## config.mk

```make
export PLATFORM = sky130hd
export DESIGN_NAME = led_ctrl_pwm
export DESIGN_NICKNAME = d
export VERILOG_FILES = /design/src/rtl/led_ctrl_pwm.sv
export SDC_FILE = /design/constraint.sdc
export NUM_CORES = 1
export LEC_CHECK = 0
export CORE_UTILIZATION = 56
export CTS_BUF_LIST = sky130_fd_sc_hd__clkbuf_4 sky130_fd_sc_hd__clkbuf_8
export CTS_CLUSTER_DIAMETER = 200
export DETAILED_ROUTE_END_ITERATION = 10
export GPL_TIMING_DRIVEN = 0
export PLACE_DENSITY = 0.94
export SLEW_MARGIN = 20
export SYNTH_ARGS = -nofsm -noshare
export SYNTH_HDL_FRONTEND = slang
export SYNTH_SLANG_ARGS = --single-unit
```

## constraint.sdc

```tcl
create_clock -name clk -period 4.34 [get_ports clk]
set_input_delay 0.868 -clock clk [delete_from_list [all_inputs] [get_ports clk]]
set_output_delay 0.868 -clock clk [all_outputs]
set_load 0.03 [all_outputs]
```

## src/rtl/led_ctrl_pwm.sv

```systemverilog
// Memory-mapped LED controller: byte-enabled PATTERN/MODE/BLINK_PERIOD/DUTY registers,
// static / blink / PWM-dimmed output modes, registered LED drive with optional inversion.
module led_ctrl_pwm #(
  parameter int N_LED    = 32,
  parameter int PWM_BITS = 8,
  parameter int PERIOD_W = 26,
  parameter int INVERT   = 0
) (
  input  logic             clk,
  input  logic             reset,
  input  logic             we,
  input  logic [1:0]       addr,
  input  logic [3:0]       byteen,
  input  logic [31:0]      WD,
  output logic [31:0]      RD,
  output logic [N_LED-1:0] led_light
);

  typedef enum logic [1:0] {
    REG_PATTERN = 2'd0,
    REG_MODE    = 2'd1,
    REG_PERIOD  = 2'd2,
    REG_DUTY    = 2'd3
  } reg_sel_e;

  localparam logic [N_LED-1:0] INV_MASK = (INVERT != 0) ? '1 : '0;

  reg_sel_e            sel;
  logic [31:0]         wmask;
  logic                period_wr;

  logic [N_LED-1:0]    pattern, pattern_n;
  logic [1:0]          mode, mode_n;
  logic [PERIOD_W-1:0] blink_period, period_n;
  logic [PWM_BITS-1:0] duty, duty_n;

  logic [PERIOD_W-1:0] blink_cnt;
  logic                blink_phase;
  logic [PWM_BITS-1:0] pwm_cnt;
  logic                pwm_on;
  logic [N_LED-1:0]    on_vec;

  assign sel       = reg_sel_e'(addr);
  assign wmask     = {{8{byteen[3]}}, {8{byteen[2]}}, {8{byteen[1]}}, {8{byteen[0]}}};
  assign period_wr = we && (sel == REG_PERIOD) && (byteen != '0);

  // Byte-merge into the addressed register; bits above each register's width are dropped.
  always_comb begin
    pattern_n = pattern;
    mode_n    = mode;
    period_n  = blink_period;
    duty_n    = duty;
    if (we) begin
      unique case (sel)
        REG_PATTERN: pattern_n = (pattern & ~wmask[N_LED-1:0]) | (WD[N_LED-1:0] & wmask[N_LED-1:0]);
        REG_MODE:    mode_n    = (mode & ~wmask[1:0]) | (WD[1:0] & wmask[1:0]);
        REG_PERIOD:  period_n  = (blink_period & ~wmask[PERIOD_W-1:0]) |
                                 (WD[PERIOD_W-1:0] & wmask[PERIOD_W-1:0]);
        REG_DUTY:    duty_n    = (duty & ~wmask[PWM_BITS-1:0]) | (WD[PWM_BITS-1:0] & wmask[PWM_BITS-1:0]);
        default:     ;
      endcase
    end
  end

  always_comb begin
    RD = '0;
    unique case (sel)
      REG_PATTERN: RD[N_LED-1:0]    = pattern;
      REG_MODE:    RD[1:0]          = mode;
      REG_PERIOD:  RD[PERIOD_W-1:0] = blink_period;
      REG_DUTY:    RD[PWM_BITS-1:0] = duty;
      default:     RD = '0;
    endcase
  end

  assign pwm_on = (pwm_cnt < duty);

  always_comb begin
    on_vec = pattern;
    if (mode[0]) on_vec = on_vec & {N_LED{blink_phase}};
    if (mode[1]) on_vec = on_vec & {N_LED{pwm_on}};
  end

  always_ff @(posedge clk) begin
    if (reset) begin
      pattern      <= '0;
      mode         <= '0;
      blink_period <= '0;
      duty         <= '0;
      blink_cnt    <= '0;
      blink_phase  <= 1'b1;
      pwm_cnt      <= '0;
      led_light    <= INV_MASK;
    end else begin
      pattern      <= pattern_n;
      mode         <= mode_n;
      blink_period <= period_n;
      duty         <= duty_n;
      pwm_cnt      <= pwm_cnt + PWM_BITS'(1);
      led_light    <= on_vec ^ INV_MASK;
      // A BLINK_PERIOD write restarts the half-period and overrides a same-cycle wrap.
      if (period_wr || (blink_period == '0)) begin
        blink_cnt   <= '0;
        blink_phase <= 1'b1;
      end else if (blink_cnt == blink_period - PERIOD_W'(1)) begin
        blink_cnt   <= '0;
        blink_phase <= ~blink_phase;
      end else begin
        blink_cnt   <= blink_cnt + PERIOD_W'(1);
      end
    end
  end

endmodule

```

# After elaboration in Yosys (flattened, before gate mapping)
# Index checks and enable logic that the tools add are counted.
[word_totals]
elab_cells = 53
inputBits = 41
out_inout_bits = 64
reg_bits = 135
[op_classes]
add_sub_neg = 3
n_mux = 6
order_cmp = 1
bitwise = 19
reduce_logical = 12
n_eq_ne = 4
[op_table]
columns = ["operator", "count"]
rows = [
  ["$and 32x32->32", 4],
  ["$mux 32", 2],
  ["$and 26x26->26", 2],
  ["$pmux 18 s2", 1],
  ["$not 32->32", 1],
  ["$or 32x32->32", 1],
  ["$add 26x1->26 const B", 1],
  ["$eq 26x26->1", 1],
  ["$logic_not 26->1", 1],
  ["$not 26->26", 1],
  ["$or 26x26->26", 1],
  ["$sub 26x1->26 const B", 1],
  ["$pmux 6 s3", 1],
  ["$and 8x8->8", 2],
  ["$add 8x1->8 const B", 1],
  ["$lt 8x8->1", 1],
  ["$not 8->8", 1],
  ["$or 8x8->8", 1],
  ["$pmux 2 s4", 1],
  ["$reduce_and 2->1", 4],
  ["$mux 6", 1],
  ["$and 2x2->2", 2],
  ["$eq 2x2->1 const B", 2],
  ["$reduce_bool 4->1", 1],
  ["other kinds (9)", 10],
]

# Logic depth before layout (Yosys ltp)
# Gate-level depths: netlist (run 1).
[logic_depth]
depth_word = 5
ltp_mapped = 11
ltp_nobuf = 10

# Least setup slack after synthesis (run 1)
# Ideal clock, no wire load.
[synth_path]
path_kind = "input port to output port"
from = "input port addr[1]"
to = "output port RD[10]"
required_time_ps = 3472
slack_ps = 1206
arrival_ps = 2266
path_stages = 4
path_cell_list = "buf_1 -> clkbuf_1 -> mux2i_1 -> nor2_1"
[synth_between]
elab_chain_cells = 2
[synth_rtl]
columns = ["item", "line", "text"]
rows = [
  ["start, declared", "12", "input logic [1:0] addr,"],
  ["$eq 2x2->1 or $logic_not 2->1 (tied branches)", "67", "unique case (sel)"],
  ["$pmux 18 s2 *", "67", ""],
  ["end, declared", "15", "output logic [31:0] RD,"],
]
# Every way passes the cells marked *; elsewhere a longest branch is shown, timed or not.

# Final worst setup path (run 1)
[layout_path]
from = "input port addr[0]"
to = "output port RD[6]"
[layout_between]
elab_chain_cells = 2
[layout_rtl]
columns = ["item", "line"]
rows = [
  ["$eq 2x2->1 or $logic_not 2->1 (tied branches)", "67"],
  ["$pmux 6 s3 *", "67"],
]
# Marks and branches as above.

==> metrics, run 1 <==
Tcrit/Tclk final=0.981; reg2reg path depth=11; Worst EP arrival=3.39 ns; most common cell after layout, fill and taps aside=nand2_1; Hold Crit Class=reg2reg; met1 usage=0.359; Root Buffer=clkbuf_8; number of DRC markers in iteration 0=478; hold-critical path depth=2; Relative slew margins=0.530; DIE AREA=0.0121 sq mm; Via density=just under 6; Seq/Total Area, Yosys=0.415; Reg2Reg Capture Point=blink_cnt[22]; min cycle time layout=between 4 and 5 ns; CTS Buf Count=17; die width=roughly 110 um; max_cap viols=0; most common flop cell mapped by yosys=dfxtp_1; GR peak layer=met2; placed cell area=0.00771 sq mm; H-tree depth=4; total power draw=2.85 mW; grt total ovfl=0; Max Freq=235 MHz; Startpoint Class=input pin; fin area=~0.008 sq mm; Worst-Margin Slew=0.701 ns; initial antenna violation count=0; Residual DRC=0; Synth area leader=dfxtp_1; RePlAce Congestion=around 0.91; Worst Clk Skew=about 0.0099 ns; RSZ-0062 raised after global routing=no; highest-count cells in the layout ignoring fill and taps=145 x nand2_1, 135 x dfxtp_1, 103 x clkdlybuf4s50_1; Ports=105; port bufs=103; Syn Inst Count=775; clock latency on the worst-skew pair=between 0.4 and 0.5 ns; reg-to-reg slack, setup=between 0.7 and 0.8 ns; clk sinks=between 100 and 150; Reg clk slew, reported paths=0.09 ns; vias in the first global route=between 6000 and 7000; critical path class=in2out; synth unique cells=59; wire length of the first global-routing pass=29300 um; Cell Area, Synth=between 0.006 and 0.007 sq mm; Max stage delay on crit path=0.68 ns; final setup violation count=0; share of layout cells above drive strength 1=0.0957; critical path endpoint category=output pin; Avg WL per Cell=about 18 um; DRT Pass-1 Iters=5; leakage power=3.03 nW; CP required=3.47 ns; EDFF count, synth=0; WL final=18500 um; HPWL Detailed=12700 um; Net Count, Synth=between 800 and 900; CP Cell Sequence=clkdlybuf4s50_1 > nor2_1 > clkbuf_1 > clkbuf_1 > a22o_1 > clkdlybuf4s50_1; Core Area=between 0.01 and 0.015 sq mm; Std-Cell Rows=38; met3 global-route usage=0.0699; Die Height=between 100 and 150 um; yosys warns=0; CTS Buffer Depth=2; final hold vios=0; Worst IR Drop VDD=0.323 mV; fraction of registers with async set/reset=0; Post-layout nets=948; Post-DRT Antenna Nets=0; via count=6210; main area contributors after synthesis=dfxtp_1 42%, nand2_1 8.4%, a21oi_1 5.7%; Pwr per Cell Area=roughly 350 mW/mm^2; CTS tree=done; Diodes inserted=0; Initial Util=0.587; Slowest-stage cell, CP=clkdlybuf4s50_1; P&R area growth vs syn=25.8%; synthesized area per cell=between 8 and 9 sq um; largest net degree at the start of global routing=17; Slew Limit Fails=0; flop and latch count out of synthesis=roughly 140; status=completed; top cell type's share of synthesized area=0.415; met2 Use GR=0.560; gr usage total=0.321; peak fanout along the critical path=10
cells by family after synthesis:
family / count (synthesis) / synth area share
DFF: 135 / 0.415
buffers and inverters: 64 / 0.0427
and+or+nand+nor: 357 / 0.278
muxes: 29 / 0.0496
xor gates and xnor gates: 59 / 0.0794
adders and majority gates: 10 / 0.0192
AOI/OAI and AO/OA: 121 / 0.115
synthesized netlist by cell type, drive strengths merged, types with 4 or more instances:
cell      n
dfxtp   135
a22o      6
nor3b     4
nor2     64
nor4     11
a211oi    4
a21oi    74
nand2   145
xor2     33
o21ai     8
and2     41
or4       5
nand4     8
ha       10
mux2      6
a31oi     5
inv      13
and3     15
clkbuf   35
buf      16
nor3     12
xnor2    26
nand3    29
mux2i    21
nand2b    5
or3       7
worst max-delay path by stage:
stage | startpoint | to | slack (ns) | depth (start not counted)
final | addr[0] | RD[6] | 0.08 | 6
after global routing | addr[0] | RD[6] | 0.03 | 6
after floorplan | addr[1] | RD[10] | 1.21 | 4
after CTS | addr[0] | RD[14] | 0.05 | 6
after detailed placement | addr[1] | RD[17] | -0.13 | 6
after global placement | addr[1] | RD[21] | -0.12 | 6
per-stage QoR:
step | util | TNS, ns | setup WS (ns) | std cells | hold WS [ns]
detailed placement | 0.696 | -1.09 | -0.135 | 1018 | 0.441
global route | 0.739 | 0 | 0.0290 | 1049 | 0.494
finish | 0.739 | 0 | 0.0841 | 1049 | 0.469
CTS | 0.739 | 0 | 0.0528 | 1049 | 0.472
floorplan | - | 0 | 1.21 | 775 | 0.421
global placement | 0.696 | -0.994 | -0.120 | 1018 | 0.437
cell type report:
cell class              count  area [sq um]
plain buffers              51           235
clock buffers              18           248
clock inverters            13           219
fillers                   734          2890
inverters                  13          48.8
multi-input cells         576          3530
flip-flops and latches    135          2700
well taps                 140           175
repair buffers            103          1030
routing by layer:
metal | share of wire | routed length [um]
met1 | 0.39 | 7160
met2 | 0.49 | 9060
met3 | 0.074 | 1370
met4 | 0.048 | 893
met5 | 0 | 0
where the power goes:
group / leakage [nW] / switching (mW) / internal [mW] / total [mW]
clock: 0.231 / 0.533 / 0.706 / 1.24
combinational: 1.71 / 0.195 / 0.137 / 0.331
sequential: 1.09 / 0.0194 / 1.26 / 1.28
total: 3.03 / 0.747 / 2.10 / 2.85
what timing repair did:
| action | CTS | global route |
|---|---|---|
| endpoints found under the setup margin | 14 | 11 |
| buffers inserted | 0 | 0 |
| gates resized for setup | 3 | 2 |
| pin swaps | 0 | 0 |
| hold buffers | 0 | 0 |
critical path, delay by kind of cell:
kind                   cells  cell delay (ns)
AO/OA/AOI/OAI              1             0.23
AND/OR/NAND/NOR            1             0.17
buffers and inverters      4             2.11
(Power assumes the default switching activity.)
==> inputs of run 2 (changes only) <==
--- a/config.mk
+++ b/config.mk
@@ -5,12 +5,12 @@
 export SDC_FILE = /design/constraint.sdc
 export NUM_CORES = 1
 export LEC_CHECK = 0
-export CORE_UTILIZATION = 56
+export CORE_UTILIZATION = 60
 export CTS_BUF_LIST = sky130_fd_sc_hd__clkbuf_4 sky130_fd_sc_hd__clkbuf_8
 export CTS_CLUSTER_DIAMETER = 200
 export DETAILED_ROUTE_END_ITERATION = 10
 export GPL_TIMING_DRIVEN = 0
-export PLACE_DENSITY = 0.94
+export PLACE_DENSITY = 0.95
 export SLEW_MARGIN = 20
 export SYNTH_ARGS = -nofsm -noshare
 export SYNTH_HDL_FRONTEND = slang
==> constraint.sdc (replaced) <==
create_clock -name clk -period 5 [get_ports clk]
set_input_delay 1 -clock clk [delete_from_list [all_inputs] [get_ports clk]]
set_output_delay 1 -clock clk [all_outputs]
set_load 0.03 [all_outputs]
==> metrics, run 2 (synthesized netlist as in run 1, its figures left out) <==
hold-critical path depth=2; sw frac=0.286; gr usage total=0.339; Max stage delay on crit path=0.62 ns; CTS Hold Bufs=0; clock network power share=0.399; wire length of the first global-routing pass=30000 um; Post-CTS Resized=0; critical path class=in2out; largest net degree at the start of global routing=17; Worst Clk Skew=0.0148 ns; P&R area growth vs syn=24.6%; DR WL met3=1670 um; Avg WL per Cell=17.9 um; RePlAce Congestion=0.907; via count=6304; Worst-Margin Slew=0.801 ns; CTS tree=done; RSZ-0062 raised after global routing=no; Diodes inserted=0; leakage power=2.97 nW; reg2reg path depth=11; Core Area=0.0104 sq mm; wl on met1=7150 um; status=completed; DRT Pass-1 Iters=6; Hold Crit Class=reg2reg; WL final=18700 um; peak fanout along the critical path=10; die width=between 100 and 150 um; reg-to-reg slack, setup=between 1 and 1.5 ns; Die Height=between 100 and 150 um; Worst IR Drop VDD=0.299 mV; utilization after layout=0.778; CTS Buf Count=17; internal power=1.67 mW; Logic pwr share=0.125; final setup violation count=0; Fin Setup TNS=0 ns; Worst Path Buf+Inv=5; Max Freq=slightly above 200 MHz; DIE AREA=0.0113 sq mm; Pwr per Cell Area=288 mW/mm^2; Tcrit/Tclk final=0.977; Post-DRT Antenna Nets=0; CP required=4.00 ns; Root Buffer=clkbuf_8; Sw Pwr=0.666 mW; most common cell after layout, fill and taps aside=nand2_1; Residual DRC=0; Via density=6.03; Slew Limit Fails=0; H-tree depth=4; Reg2Reg Capture Point=blink_cnt[24]; CTS Buffer Depth=2; Slowest-stage cell, CP=clkdlybuf4s50_1; Ports=105; Worst EP arrival=about 3.9 ns; fin cells=1045; max_cap viols=0; Startpoint Class=input pin; Top delay family on crit path=buffers and inverters; Post-layout nets=948; critical path endpoint category=output pin; part of the power in registers=0.476; Std-Cell Rows=37; final hold slack=0.466 ns; Initial Util=0.625; post-CTS setup buffer count=0; final hold vios=0; placed cell count=1014; highest-count cells in the layout ignoring fill and taps=145 x nand2_1, 135 x dfxtp_1, 103 x clkdlybuf4s50_1; HPWL Detailed=13000 um; clock latency on the worst-skew pair=between 0.4 and 0.5 ns; share of layout cells above drive strength 1=0.0902; clk sinks=~140; metal2 WL=9020 um; Reg clk slew, reported paths=around 0.09 ns; number of DRC markers in iteration 0=681; initial antenna violation count=0; fin area=0.00811 sq mm; CP Cell Sequence=clkdlybuf4s50_1 > buf_1 > buf_1 > buf_1 > nor2_1 > clkdlybuf4s50_1; placed cell area=0.00771 sq mm; port bufs=103; vias in the first global route=roughly 6100; DR top layer=met4; Critical Path Most Common Cell=buf_1; Relative slew margins=0.466; min cycle time layout=~4.9 ns; grt total ovfl=0
## run 2: cell count changes in the layout (fill, tap and decap cells not counted), moves of 2 or more
cell | before | now
clkbuf_2 | 5 | 1
clkinvlp_4 | 1 | 5
buf_1 | 4 | 7
bufinv_16 | 5 | 2
clkinv_4 | 3 | 0
clkbuf_1 | 32 | 34
inv_8 | 0 | 2
## run 2: through the flow
| stage | total power, mW | setup WS (ns) |
|---|---|---|
| 2_1_floorplan | 1.31 | 1.60 |
| 3_5_place_dp | 1.41 | 0.275 |
| 3_3_place_gp | 1.40 | 0.316 |
| 4_1_cts | 2.32 | 0.242 |
| 5_1_grt | 2.40 | 0.00940 |
| 6_report | 2.33 | 0.115 |
## run 2: worst max path at each step
| stage | startpoint | to | slack, ns | cells after the start |
|---|---|---|---|---|
| 4_1_cts | addr[0] | RD[14] | 0.24 | 6 |
| 2_1_floorplan | addr[1] | RD[10] | 1.60 | 4 |
| 6_report | addr[0] | RD[14] | 0.11 | 6 |
| 3_5_place_dp | addr[0] | RD[24] | 0.28 | 6 |
| 5_1_grt | addr[0] | RD[14] | 0.009 | 6 |
| 3_3_place_gp | addr[1] | RD[17] | 0.32 | 6 |
## run 2: final cells by class
type / count / area (sq um)
fillers: 647 / 2310
clock buffers: 17 / 234
flip-flops and latches: 135 / 2700
multi-input cells: 576 / 3530
inverters: 13 / 48.8
repair buffers: 103 / 1030
plain buffers: 51 / 229
well taps: 136 / 170
clock inverters: 14 / 164
## run 2: tightest hold or removal path: cells and delay by family, from the launching register on
| kind | cells | cell delay, ns |
|---|---|---|
| AND/OR/NAND/NOR | 1 | 0.05 |
| AO/OA/AOI/OAI | 1 | 0.05 |
| flip-flops | 1 | 0.32 |
## run 2: power groups by stage
stage	combinational (mW)	clock, mW	sequential, mW
after floorplan	0.173	0	1.14
after global placement	0.270	0	1.13
after detailed placement	0.279	0	1.13
after CTS	0.285	0.925	1.11
after global routing	0.311	0.974	1.11
final	0.292	0.930	1.11
## run 2: metal layers
layer	track usage	vias up
li1	-	2868
met1	0.404	2941
met2	0.577	407
met3	0.0773	88
met4	0.157	0
met5	0	-
==> variant 1: new RTL, settings of run 1 <==
`PERIOD_W`: 26 -> 18.
--- a/src/rtl/led_ctrl_pwm.sv
+++ b/src/rtl/led_ctrl_pwm.sv
@@ -3,7 +3,7 @@
 module led_ctrl_pwm #(
   parameter int N_LED    = 32,
   parameter int PWM_BITS = 8,
-  parameter int PERIOD_W = 26,
+  parameter int PERIOD_W = 18,
   parameter int INVERT   = 0
 ) (
   input  logic             clk,
Check against the original RTL: not equivalent (Yosys sat finds a counterexample within 4 cycles, from zero or initial values and one cycle with reset high).
==> variant 1 against run 1 <==
- final area decreased by 15%
- power shrank 15%
- synthesized area shrank 18%
- worst setup slack gained 0.044 ns
- routed wire length down 16%
- combinational power decreased by 25%
- sequential cell count is 16 lower
- first-iteration DRC count down 8.2%
- critical path type unchanged
==> variant 1: results (changes against run 1) <==
Final layout
  – Layout cell share with drive strength beyond 1: 6.71% (was 9.57%)
  – Net count reported at finish: 798 (was 948)
  – Number of antenna diodes: 0 (unchanged)
  – Filler Cell Count: 595 (was 734)

Placement
  – Hpwl dp: 10.8 mm (was 12.7 mm)
  – Last weighted congestion value of the routability-driven placer: 0.929 (was 0.906)
  – Count of port buffers added during placement: 101 (was 103)
  – Cell area reported after detailed placement: 0.00651 mm² (was 0.00771 mm²)
  – Worst-case setup slack after placement: 0.277 ns (was -0.135 ns)

Synthesis
  – Part of the Yosys area used for sequential elements: 44.6% (was 41.5%)
  – Leading cell type by number of instances after synthesis: nand2_1 (unchanged)
  – Synthesized Nets: 678 (was 826)
  – Commonest cells in the netlist: nand2_1 (124), dfxtp_1 (119), a21oi_1 (61), and2_1 (48), nor2_1 (41) (was nand2_1 (145), dfxtp_1 (135), a21oi_1 (74), nor2_1 (44), and2_1 (41))
  – Cell types with the largest area share after synthesis: dfxtp_1 (45%), nand2_1 (8.7%), a21oi_1 (5.7%) (was dfxtp_1 (42%), nand2_1 (8.4%), a21oi_1 (5.7%))
  – Cell variety after synth: 52 (was 59)
  – Async S/R FF share, synth: 0% (unchanged)
  – Warning count from the yosys run: 0 (unchanged)

Clock network
  – Post CTS Setup Buffer Count: 0 (unchanged)
  – Clock root cell: clkbuf_8 (unchanged)
  – Largest buffer count on any clock path: 2 (unchanged)
  – Source-to-sink clock delay at the later pin of the worst-skew pair: ~0.45 ns
  – Htree depth: 4 (unchanged)
  – Number of buffers added by the clock tree synthesis step: 17 (unchanged)
  – Clk slew on worst S/H paths: 0.07 ns (was 0.09 ns)
  – Post_cts resized: 0 (was 3)

Worst setup path
  – Highest net fanout along the worst path: 10 (unchanged)
  – Worst Setup SP: addr[1] (was addr[0])

Power
  – Worst ir drop on vdd: 0.246 mV (was 0.323 mV)
  – Cell leakage power: 2.65 nW (was 3.03 nW)

Timing
  – Worst relative slew slack: 43.1% (was 53.0%)
  – Final worst clock skew: 0.0113 ns (was 0.00986 ns)
  – Number of pins with negative max-slew slack in the final report: 0 (unchanged)

Outcome
  – Run status: completed (unchanged)

Min path
  – Launch instance of the worst min-delay path: pwm_cnt[0]
  – Classification of the worst-slack hold path: reg2reg (unchanged)

GRT
  – First-pass GRT wire length: 24.9 mm (was 29.3 mm)
  – Number of antenna violations at the first check in global routing: 0 (unchanged)
  – Vias in the first global route: 5,123 (was 6,012)
  – Combined global-route utilization of all metal layers: 32.0% (was 32.1%)

Routing
  – Detailed Routing Iterations Pass 1: 5 (unchanged)
  – Via count: 5,214 (was 6,210)
  – Wire length reported by the detailed router: 15.6 mm (was 18.5 mm)
  – DRC violation total after the first TritonRoute iteration: 439 (was 478)
## variant 1: layout make-up
cell class                      count  area share [%]
Multi-Input combinational cell    457            39.5
Sequential cell                   119            34.4
Timing Repair Buffer              101            14.6
Clock buffer                       18            3.58
Buffer                             39            2.55
Clock inverter                     14            2.38
Tap cell                          129            2.33
Inverter                           12           0.650
## variant 1: per-stage QoR
step / hold slack, ns / utilization, % / power, mW / instances
after floorplan: 0.421 / - / 1.29 / 627
after global placement: 0.436 / 70.5 / 1.38 / 857
after detailed placement: 0.453 / 70.5 / 1.39 / 857
after CTS: 0.467 / 75.0 / 2.42 / 889
after global routing: 0.488 / 75.0 / 2.49 / 889
final: 0.464 / 75.0 / 2.43 / 889
## variant 1: kinds of logic (layout without fill, tap and decap cells)
logic type | Yosys count | after routing | synth area share [%]
AO/OA/AOI/OAI | 91 | 91 | 10.0
XOR/XNOR | 48 | 48 | 7.87
adder cells (fa/ha/maj) | 10 | 10 | 2.34
buffers and inverters | 51 | 184 | 4.15
flip-flops | 119 | 119 | 44.6
multiplexers | 19 | 19 | 4.15
AND/OR/NAND/NOR | 289 | 289 | 26.8
## variant 1: critical path: stages
cell	delay, ns
clkbuf_1	0.24
buf_1	0.69
buf_1	0.56
mux2i_1	0.20
nor2_1	0.11
clkdlybuf4s50_1	0.68
## variant 1: power breakdown
| group | internal, mW | total, mW | switching, mW |
|---|---|---|---|
| Combinational | 0.109 | 0.248 | 0.138 |
| Clock | 0.541 | 1.05 | 0.509 |
| Sequential | 1.11 | 1.13 | 0.0173 |
| Total | 1.76 | 2.43 | 0.664 |
## variant 1: final timing paths
kind	to	depth (start not counted)	slack, ns
hold reg to reg	pwm_cnt[0]	1	0.46
setup / recovery	RD[13]	6	0.13
setup reg to reg	blink_cnt[15]	11	1.46
hold / removal	pwm_cnt[0]	1	0.46
## variant 1: layer usage
| layer | GRT usage, % | vias to the layer above | share of wire, % |
|---|---|---|---|
| li1 | - | 2360 | - |
| met1 | 36.4 | 2433 | 38 |
| met2 | 55.5 | 346 | 49 |
| met3 | 7.80 | 75 | 9.2 |
| met4 | 16.9 | 0 | 3.8 |
| met5 | 0 | - | 0 |
==> variant 2: new RTL, settings of run 1 <==
Made on the original files. Register the inputs `we`, `addr`, `byteen` and `WD` before use, cleared by the reset. The logic sees them one clock later.
--- a/src/rtl/led_ctrl_pwm.sv
+++ b/src/rtl/led_ctrl_pwm.sv
@@ -25,6 +25,25 @@
 
   localparam logic [N_LED-1:0] INV_MASK = (INVERT != 0) ? '1 : '0;
 
+  logic we_q;
+  logic [1:0] addr_q;
+  logic [3:0] byteen_q;
+  logic [31:0] WD_q;
+
+  always_ff @(posedge clk) begin
+    if (reset) begin
+      we_q     <= '0;
+      addr_q   <= '0;
+      byteen_q <= '0;
+      WD_q     <= '0;
+    end else begin
+      we_q     <= we;
+      addr_q   <= addr;
+      byteen_q <= byteen;
+      WD_q     <= WD;
+    end
+  end
+
   reg_sel_e            sel;
   logic [31:0]         wmask;
   logic                period_wr;
@@ -40,9 +59,9 @@
   logic                pwm_on;
   logic [N_LED-1:0]    on_vec;
 
-  assign sel       = reg_sel_e'(addr);
-  assign wmask     = {{8{byteen[3]}}, {8{byteen[2]}}, {8{byteen[1]}}, {8{byteen[0]}}};
-  assign period_wr = we && (sel == REG_PERIOD) && (byteen != '0);
+  assign sel       = reg_sel_e'(addr_q);
+  assign wmask     = {{8{byteen_q[3]}}, {8{byteen_q[2]}}, {8{byteen_q[1]}}, {8{byteen_q[0]}}};
+  assign period_wr = we_q && (sel == REG_PERIOD) && (byteen_q != '0);
 
   // Byte-merge into the addressed register; bits above each register's width are dropped.
   always_comb begin
@@ -50,13 +69,13 @@
     mode_n    = mode;
     period_n  = blink_period;
     duty_n    = duty;
-    if (we) begin
+    if (we_q) begin
       unique case (sel)
-        REG_PATTERN: pattern_n = (pattern & ~wmask[N_LED-1:0]) | (WD[N_LED-1:0] & wmask[N_LED-1:0]);
-        REG_MODE:    mode_n    = (mode & ~wmask[1:0]) | (WD[1:0] & wmask[1:0]);
+        REG_PATTERN: pattern_n = (pattern & ~wmask[N_LED-1:0]) | (WD_q[N_LED-1:0] & wmask[N_LED-1:0]);
+        REG_MODE:    mode_n    = (mode & ~wmask[1:0]) | (WD_q[1:0] & wmask[1:0]);
         REG_PERIOD:  period_n  = (blink_period & ~wmask[PERIOD_W-1:0]) |
-                                 (WD[PERIOD_W-1:0] & wmask[PERIOD_W-1:0]);
-        REG_DUTY:    duty_n    = (duty & ~wmask[PWM_BITS-1:0]) | (WD[PWM_BITS-1:0] & wmask[PWM_BITS-1:0]);
+                                 (WD_q[PERIOD_W-1:0] & wmask[PERIOD_W-1:0]);
+        REG_DUTY:    duty_n    = (duty & ~wmask[PWM_BITS-1:0]) | (WD_q[PWM_BITS-1:0] & wmask[PWM_BITS-1:0]);
         default:     ;
       endcase
     end
Check against the original RTL: not equivalent (Yosys sat finds a counterexample within 4 cycles, from zero or initial values and one cycle with reset high).
==> variant 2 against run 1 <==
- die area grew 13%
- synthesized area up 13%
- via count increased by 5.4%
- first-iteration DRC count is 38% higher
- register-to-register slack improved by 0.13 ns
- critical path type is now reg2out
- worst setup slack improved by 0.10 ns
- combinational power decreased by 43%
- final area increased by 11%
- routed wire length rose by 5.7%
- sequential cell count grew 39
- utilization shrank 2.5 points
- worst hold slack worse by 0.030 ns
- global-route usage is 1.4 points lower
- largest power group unchanged
- power is 7.3% higher
==> variant 2: results (changes against run 1) <==
Power
  – Worst ir drop on vdd: 0.384 mV (was 0.323 mV)
  – Cell leakage power: 3.23 nW (was 3.03 nW)
  – Switching power: 0.743 mW (was 0.747 mW)

Synthesis
  – Warning count from the yosys run: 0 (unchanged)
  – Cell types with the largest area share after synthesis: dfxtp_1 (47%), nand2_1 (7.2%), a21oi_1 (4.7%) (was dfxtp_1 (42%), nand2_1 (8.4%), a21oi_1 (5.7%))
  – Commonest cells in the netlist: dfxtp_1 (174), nand2_1 (141), a21oi_1 (69), nor2_1 (46), clkbuf_1 (43) (was nand2_1 (145), dfxtp_1 (135), a21oi_1 (74), nor2_1 (44), and2_1 (41))
  – Part of the Yosys area used for sequential elements: 47.2% (was 41.5%)
  – Average instance area after synthesis: 8.83 µm² (was 8.40 µm²)
  – Cell variety after synth: 50 (was 59)
  – Synthesized Nets: 887 (was 826)
  – Async S/R FF share, synth: 0% (unchanged)

Placement
  – Count of port buffers added during placement: 104 (was 103)
  – Hpwl dp: 13.9 mm (was 12.7 mm)
  – Worst-case setup slack after placement: 0.756 ns (was -0.135 ns)
  – Last weighted congestion value of the routability-driven placer: 0.928 (was 0.906)

Clock network
  – Post CTS Setup Buffer Count: 0 (unchanged)
  – Clk slew on worst S/H paths: 0.09 ns (about the same)
  – Htree depth: 4 (unchanged)
  – Source-to-sink clock delay at the later pin of the worst-skew pair: 0.49 ns (was 0.46 ns)

GRT
  – Vias in the first global route: 6,514 (was 6,012)
  – Combined global-route utilization of all metal layers: 30.7% (was 32.1%)
  – Largest net degree at the start of global routing: 17 (unchanged)
  – First-pass GRT wire length: 31.4 mm (was 29.3 mm)
  – Number of antenna violations at the first check in global routing: 0 (unchanged)

Worst setup path
  – Highest net fanout along the worst path: 10 (unchanged)
  – Register-to-register setup slack: 0.91 ns (was 0.78 ns)
  – Cell count of the worst reg-to-reg path: 10 (was 11)
  – Worst reg2reg path endpoint: blink_cnt[15] (was blink_cnt[22])
  – WP data arrival: 3.28 ns (was 3.39 ns)

Routing
  – Detailed Routing Iterations Pass 1: 5 (unchanged)
  – Post-detailed-route via-to-cell ratio: 5.72 (was 5.92)
  – Wire length reported by the detailed router: 19.5 mm (was 18.5 mm)
  – DRC violation total after the first TritonRoute iteration: 662 (was 478)

Final layout
  – Count of non-filler cells in the finished layout: 1,144 (was 1,049)
  – Net count reported at finish: 1,010 (was 948)
  – Layout cell share with drive strength beyond 1: 5.66% (was 9.57%)

Timing
  – Final worst clock skew: 0.0138 ns (was 0.00986 ns)
  – Worst-margin pin slew: 0.774 ns (was 0.701 ns)

Outcome
  – Run status: completed (unchanged)
[variant 2: worst max-delay path by stage]
stage               slack [ns]      endpoint  depth (start not counted)  startpoint
finish                    0.19        RD[14]                          5   addr_q[0]
floorplan                 1.31  blink_cnt[6]                          9        flop
global route              0.10         RD[8]                          5   addr_q[0]
global placement          0.79        RD[24]                          5   addr_q[1]
CTS                       0.15        RD[20]                          5   addr_q[1]
detailed placement        0.76        RD[20]                          5   addr_q[1]
[variant 2: timing repair]
action	CTS	global route
gates resized for setup	0	4
setup endpoints to repair	0	1
hold endpoints to repair	0	0
[variant 2: cell type report]
cell class / count / area, µm²
tap: 172 / 215
buffer: 53 / 230
clock buffer: 20 / 269
multi-input combinational: 597 / 3630
clock inverter: 12 / 159
fill: 936 / 3650
sequential: 174 / 3480
timing repair buffer: 104 / 1040
inverter: 12 / 45.0
[variant 2: critical path, cell delays in order (launching register included)]
cell and delay [ns]:
dfxtp_1 0.42, buf_1 0.42, clkbuf_1 0.59, clkbuf_1 0.54, nor2_1 0.19, clkdlybuf4s50_1 0.64
[variant 2: logic make-up (layout without fill, tap and decap cells)]
kind of cell	Yosys count	in the layout	synth area share (%)
AO/OA/AOI/OAI	128	128	10.7
XOR/XNOR	66	66	7.83
adder cells (fa/ha/maj)	10	10	1.70
buffers and inverters	65	201	3.63
flip-flops	174	174	47.2
multiplexers	30	30	4.53
AND/OR/NAND/NOR	363	363	24.4
[variant 2: metrics by stage]
step	total power, mW	hold WS, ns	area (µm²)
6_report	3.06	0.439	9080
5_1_grt	3.15	0.457	9080
4_1_cts	3.04	0.441	9070
3_5_place_dp	1.86	0.429	8640
3_3_place_gp	1.86	0.422	8640
2_1_floorplan	1.78	0.417	7380
[variant 2: power groups by stage]
stage | sequential (mW) | combinational, mW | clock, mW
2_1_floorplan | 1.68 | 0.0984 | 0
3_3_place_gp | 1.68 | 0.178 | 0
3_5_place_dp | 1.68 | 0.183 | 0
4_1_cts | 1.64 | 0.184 | 1.22
5_1_grt | 1.65 | 0.201 | 1.30
6_report | 1.64 | 0.188 | 1.22
[variant 2: per-layer routing]
layer  GRT usage, %  up-vias  part of all wire, %
met3           9.99       70                  9.6
met4           15.9        0                  3.2
li1               -     3082                    -
met5              0        -                    0
met1           34.5     3013                   38
met2           52.0      383                   49
